<file path="src/rtl/store_align_stage.sv">
// Store alignment stage: turns one SB/SH/SW request into one or two
// word-aligned, byte-strobed write beats, then a one-cycle completion pulse.
module store_align_stage #(
  parameter int WORD_BYTES = 4,
  parameter int BYTE_W     = 8
) (
  input  logic                         clk,
  input  logic                         rst,
  input  logic                         en,
  input  logic                         req_valid,
  output logic                         req_ready,
  input  logic [2:0]                   req_funct3,
  input  logic [31:0]                  req_addr,
  input  logic [WORD_BYTES*BYTE_W-1:0] req_data,
  output logic                         mem_wvalid,
  input  logic                         mem_wready,
  output logic [31:0]                  mem_waddr,
  output logic [WORD_BYTES*BYTE_W-1:0] mem_wdata,
  output logic [WORD_BYTES-1:0]        mem_wstrb,
  output logic                         done,
  output logic                         err,
  output logic                         busy
);

  localparam int          DW        = WORD_BYTES * BYTE_W;
  localparam int          OFF_W     = $clog2(WORD_BYTES);
  localparam logic [31:0] LOW_MASK  = 32'(WORD_BYTES - 1);
  localparam logic [31:0] WORD_STEP = 32'(WORD_BYTES);

  typedef enum logic [1:0] {IDLE, BEAT0, BEAT1, RESP} state_t;

  state_t                      state_q, state_d;
  logic [31:0]                 base_q, base_d;
  logic [2*WORD_BYTES-1:0]     strb_q, strb_d;
  logic [2*DW-1:0]             data_q, data_d;
  logic                        illegal_q, illegal_d;

  logic                        wvalid_q, wvalid_d;
  logic [31:0]                 waddr_q, waddr_d;
  logic [DW-1:0]               wdata_q, wdata_d;
  logic [WORD_BYTES-1:0]       wstrb_q, wstrb_d;
  logic                        done_q, done_d;
  logic                        err_q, err_d;
  logic                        busy_q, busy_d;

  logic                        size_ok;
  int                          size_bytes;
  logic [WORD_BYTES-1:0]       size_strb;
  logic [DW-1:0]               size_mask;
  logic [OFF_W-1:0]            req_off;
  logic [31:0]                 shamt;
  logic [2*WORD_BYTES-1:0]     req_strb;
  logic [2*DW-1:0]             req_wdata;
  logic                        accept;
  logic                        split;

  assign req_ready = en && (state_q == IDLE);
  assign accept    = req_valid && req_ready;
  assign split     = |strb_q[2*WORD_BYTES-1:WORD_BYTES];

  // Decode width, then shift strobe and truncated data into a two-word window.
  always_comb begin
    size_ok    = 1'b1;
    size_bytes = 0;
    case (req_funct3)
      3'b000:  size_bytes = 1;
      3'b001:  size_bytes = 2;
      3'b010:  size_bytes = 4;
      default: size_ok = 1'b0;
    endcase
    size_strb = '0;
    size_mask = '0;
    for (int i = 0; i < WORD_BYTES; i++) begin
      if (i < size_bytes) begin
        size_strb[i] = 1'b1;
        size_mask[i*BYTE_W +: BYTE_W] = '1;
      end
    end
    req_off   = req_addr[OFF_W-1:0];
    shamt     = 32'(req_off) * 32'(BYTE_W);
    req_strb  = {{WORD_BYTES{1'b0}}, size_strb} << req_off;
    req_wdata = {{DW{1'b0}}, req_data & size_mask} << shamt;
  end

  always_comb begin
    state_d   = state_q;
    base_d    = base_q;
    strb_d    = strb_q;
    data_d    = data_q;
    illegal_d = illegal_q;
    case (state_q)
      IDLE: begin
        if (accept) begin
          base_d    = req_addr & ~LOW_MASK;
          illegal_d = !size_ok;
          strb_d    = size_ok ? req_strb : '0;
          data_d    = size_ok ? req_wdata : '0;
          state_d   = size_ok ? BEAT0 : RESP;
        end
      end
      BEAT0: begin
        if (mem_wready) state_d = split ? BEAT1 : RESP;
      end
      BEAT1: begin
        if (mem_wready) state_d = RESP;
      end
      RESP:    state_d = IDLE;
      default: state_d = IDLE;
    endcase
  end

  // Outputs are computed from the next state so they can be registered
  // without adding a cycle of latency.
  always_comb begin
    wvalid_d = 1'b0;
    waddr_d  = '0;
    wdata_d  = '0;
    wstrb_d  = '0;
    case (state_d)
      BEAT0: begin
        wvalid_d = 1'b1;
        waddr_d  = base_d;
        wstrb_d  = strb_d[WORD_BYTES-1:0];
        wdata_d  = data_d[DW-1:0];
      end
      BEAT1: begin
        wvalid_d = 1'b1;
        waddr_d  = base_d + WORD_STEP;
        wstrb_d  = strb_d[2*WORD_BYTES-1:WORD_BYTES];
        wdata_d  = data_d[2*DW-1:DW];
      end
      default: ;
    endcase
    done_d = (state_d == RESP);
    err_d  = (state_d == RESP) && illegal_d;
    busy_d = (state_d != IDLE);
  end

  always_ff @(posedge clk) begin
    if (!rst) begin
      state_q   <= IDLE;
      base_q    <= '0;
      strb_q    <= '0;
      data_q    <= '0;
      illegal_q <= 1'b0;
      wvalid_q  <= 1'b0;
      waddr_q   <= '0;
      wdata_q   <= '0;
      wstrb_q   <= '0;
      done_q    <= 1'b0;
      err_q     <= 1'b0;
      busy_q    <= 1'b0;
    end else begin
      state_q   <= state_d;
      base_q    <= base_d;
      strb_q    <= strb_d;
      data_q    <= data_d;
      illegal_q <= illegal_d;
      wvalid_q  <= wvalid_d;
      waddr_q   <= waddr_d;
      wdata_q   <= wdata_d;
      wstrb_q   <= wstrb_d;
      done_q    <= done_d;
      err_q     <= err_d;
      busy_q    <= busy_d;
    end
  end

  assign mem_wvalid = wvalid_q;
  assign mem_waddr  = waddr_q;
  assign mem_wdata  = wdata_q;
  assign mem_wstrb  = wstrb_q;
  assign done       = done_q;
  assign err        = err_q;
  assign busy       = busy_q;

endmodule

</file>
<file path="config.mk">
export PLATFORM = sky130hd
export DESIGN_NAME = store_align_stage
export DESIGN_NICKNAME = d
export VERILOG_FILES = /design/src/rtl/store_align_stage.sv
export SDC_FILE = /design/constraint.sdc
export NUM_CORES = 1
export LEC_CHECK = 0
export ABC_CLOCK_PERIOD_IN_PS = 7000
export CAP_MARGIN = 30
export CORE_MARGIN = 3
export CORE_UTILIZATION = 42
export CTS_BUF_LIST = sky130_fd_sc_hd__clkbuf_16
export DETAILED_ROUTE_END_ITERATION = 12
export PLACE_DENSITY = 0.68
export SLEW_MARGIN = 30
export SYNTH_ARGS = -nofsm -noshare
export SYNTH_HDL_FRONTEND = slang
export SYNTH_SLANG_ARGS = --single-unit
export TNS_END_PERCENT = 20
</file>
<file path="constraint.sdc">
create_clock -name clk -period 7 [get_ports clk]
set_input_delay 2.1 -clock clk [delete_from_list [all_inputs] [get_ports clk]]
set_output_delay 2.1 -clock clk [all_outputs]
set_load 0.005 [all_outputs]
</file>
==> run metrics <==
status=finished, final reports clean; post-route ant nets=0; Vias/cell=5.54; Slew Limit Fails=0; register share of total power=0.465; synthesized cell area=0.00745 sq mm; Rows=48; crit end category=output port; worst hold path cell count=1; Critical Path Source Type=input pin; LEAKAGE=3.62 nW; initial DRC count=501; core box area=0.0174 sq mm; cells after synthesis=805; worst rel slew slack=0.395; Worst path max stage delay=0.54 ns; grt total ovfl=0; kind of critical path=in -> out; minimum clock period=5.46 ns; clock slew at reported path FFs=0.06 ns; initial core utilization=0.429; Cell Int Power=0.00170 W; worst endpoint data arrival time=3.36 ns; required time of the critical path=4.90 ns; async set or reset register ratio after synthesis=0; busiest grt layer=met2; number of remaining DRC errors=0; Hold-fix buffers, CTS=0; Die H=139 microns; met1 Use GR=0.291; pin count of the biggest net entering global routing=79; vias in the first global route=6160; Crit Path Max Fanout=3; cts bufs inserted=17; syn_area_per_cell=9.26 sq um; root buffer cell=clkbuf_16; initial antenna violation count=0; Worst path most repeated cell=clkdlybuf4s50_1; pwr dens=239 mW/mm^2; final WL=20900 microns; CTS tree=done; drt pass-1 iters=5; Post-Syn Nets=882; H-tree depth=4; via count=6403; input/output buffers=144; Die W=139 microns; # resized after CTS=0; Worst-Skew Late Latency=0.42 ns; ys flop type=dfxtp_1; clock power share=0.398; first-pass GRT wire length=33200 microns; CTS sink cnt=179; clk buf depth=2; Final Setup Violations=0; Comb pwr share=0.137; die area=0.0194 sq mm; Layout area overhead=28.7%; GRT Total Usage=0.211; synth warn=0; reg2reg path depth=12; Clock Skew=0.00832 ns; met2 global-route usage=0.335; worst hold path class=reg -> reg; Non-Filler Instances=1155; number of flops mapped to enable cells by yosys=0; Post-Place Cells=1125; layout cells sized above 1=0.0656; RSZ-0062 raised after global routing=false; post-synthesis sequential area ratio=0.481; fmax=183 MHz; met3 Use GR=0.0467; Max Cap Viol=0; #FFs+latches synth=179; Nets=996; DPL Wire Length=14100 microns; Slew @ Worst Pin=0.908 ns; synth unique cells=56; Net Switching=0.000598 W; GP Congestion=0.905; Sw Ratio=0.260; average wire per standard cell=18.1 microns; worst hold slack=0.466 ns; Max VDD drop=0.167 mV; # IOs=145; Fin Setup TNS=0 ns; Worst path slowest cell=clkdlybuf4s50_1; number of diodes=0; post-route clock period utilization=0.780; CP cell instances=clkdlybuf4s50_1 > nor3b_1 > clkdlybuf4s50_1; Final Hold Fails=0; Post-CTS Setup Inserts=0
==> layer usage <==
metal / wire length [microns] / vias to the layer above
met2: 9750 / 216
li1: - / 3132
met4: 301 / 0
met3: 1210 / 20
met5: 0 / -
met1: 9620 / 3035
==> layout make-up <==
class,count,area (sq um)
Fill cell,1548,7770
Multi-Input combinational cell,558,3610
Sequential cell,179,3580
Timing Repair Buffer,157,1530
Clock buffer,17,425
Tap cell,225,282
Clock inverter,13,138
Inverter,6,22.5
==> cell usage in the layout, fill, tap and decap left out, drive strengths merged, types with 16 or more instances in the layout <==
cell	n
o22ai	46
nor2	94
dfxtp	179
clkdlybuf4s50	143
nand2	42
a22oi	36
clkbuf	17
mux2i	41
and2	28
nor3	24
a21oi	31
nand3	34
a22o	28
o21ai	27
xor2	16
==> Yosys cell counts, types with 20 or more instances <==
cell | count | area share
clkbuf_1 | 38 | 0.019
dfxtp_1 | 179 | 0.48
nand3_1 | 34 | 0.023
a22o_1 | 28 | 0.033
o21ai_0 | 23 | 0.015
nand2_1 | 42 | 0.021
nor2_1 | 94 | 0.047
and2_1 | 28 | 0.023
mux2i_1 | 41 | 0.055
a21oi_1 | 30 | 0.020
o22ai_1 | 45 | 0.038
nor3_1 | 20 | 0.013
a22oi_1 | 36 | 0.036
==> worst paths after layout <==
check	from	to	slack, ns
max	en	req_ready	1.54
min	base_q[0]$_SDFF_PN0_	mem_waddr[0]$_SDFF_PN0_	0.47
min reg2reg	base_q[0]$_SDFF_PN0_	mem_waddr[0]$_SDFF_PN0_	0.47
max reg2reg	state_q[1]$_SDFF_PN0_	mem_wdata[19]$_SDFF_PN0_	3.79
==> per-stage QoR <==
step                instance area (sq um)  total power [W]  setup slack [ns]  utilization
finish                               9590          0.00229              1.54        0.553
floorplan                            7450          0.00126              2.34            -
CTS                                  9590          0.00231              1.52        0.553
detailed placement                   9030          0.00140              1.49        0.520
global route                         9590          0.00239              1.41        0.553
global placement                     9030          0.00140              1.51        0.520
==> critical path: cells and delay by family <==
kind          cells  cell delay (ns)
buf+inv           2             1.07
simple gates      1             0.19
==> power by group through the flow <==
stage	Combinational [W]	Sequential [W]	Clock (W)
final	0.000314	0.00107	0.000914
after detailed placement	0.000312	0.00109	0
after CTS	0.000314	0.00107	0.000931
after global routing	0.000341	0.00107	0.000977
after global placement	0.000310	0.00109	0
after floorplan	0.000180	0.00108	0
==> cell families (layout without fill, tap and decap cells) <==
family                     Yosys count  after routing  synth area share
AOI/OAI and AO/OA                  211            211             0.200
DFF                                179            179             0.481
xor gates and xnor gates            25             25            0.0294
muxes                               41             41            0.0551
adders and majority gates            5              5           0.00839
buffers and inverters               68            193            0.0398
and+or+nand+nor                    276            276             0.186
==> sequential cells by signal, indices dropped and copies added, names as in the netlist <==
signal and cells:
data_q 64, mem_wdata 32, mem_wstrb 4, mem_waddr 32, err 1, strb_q 8, done 1, mem_wvalid 1
base_q 32, illegal_q 1, busy 1, state_q 2
Note: power is estimated with default switching activity, not from simulation.
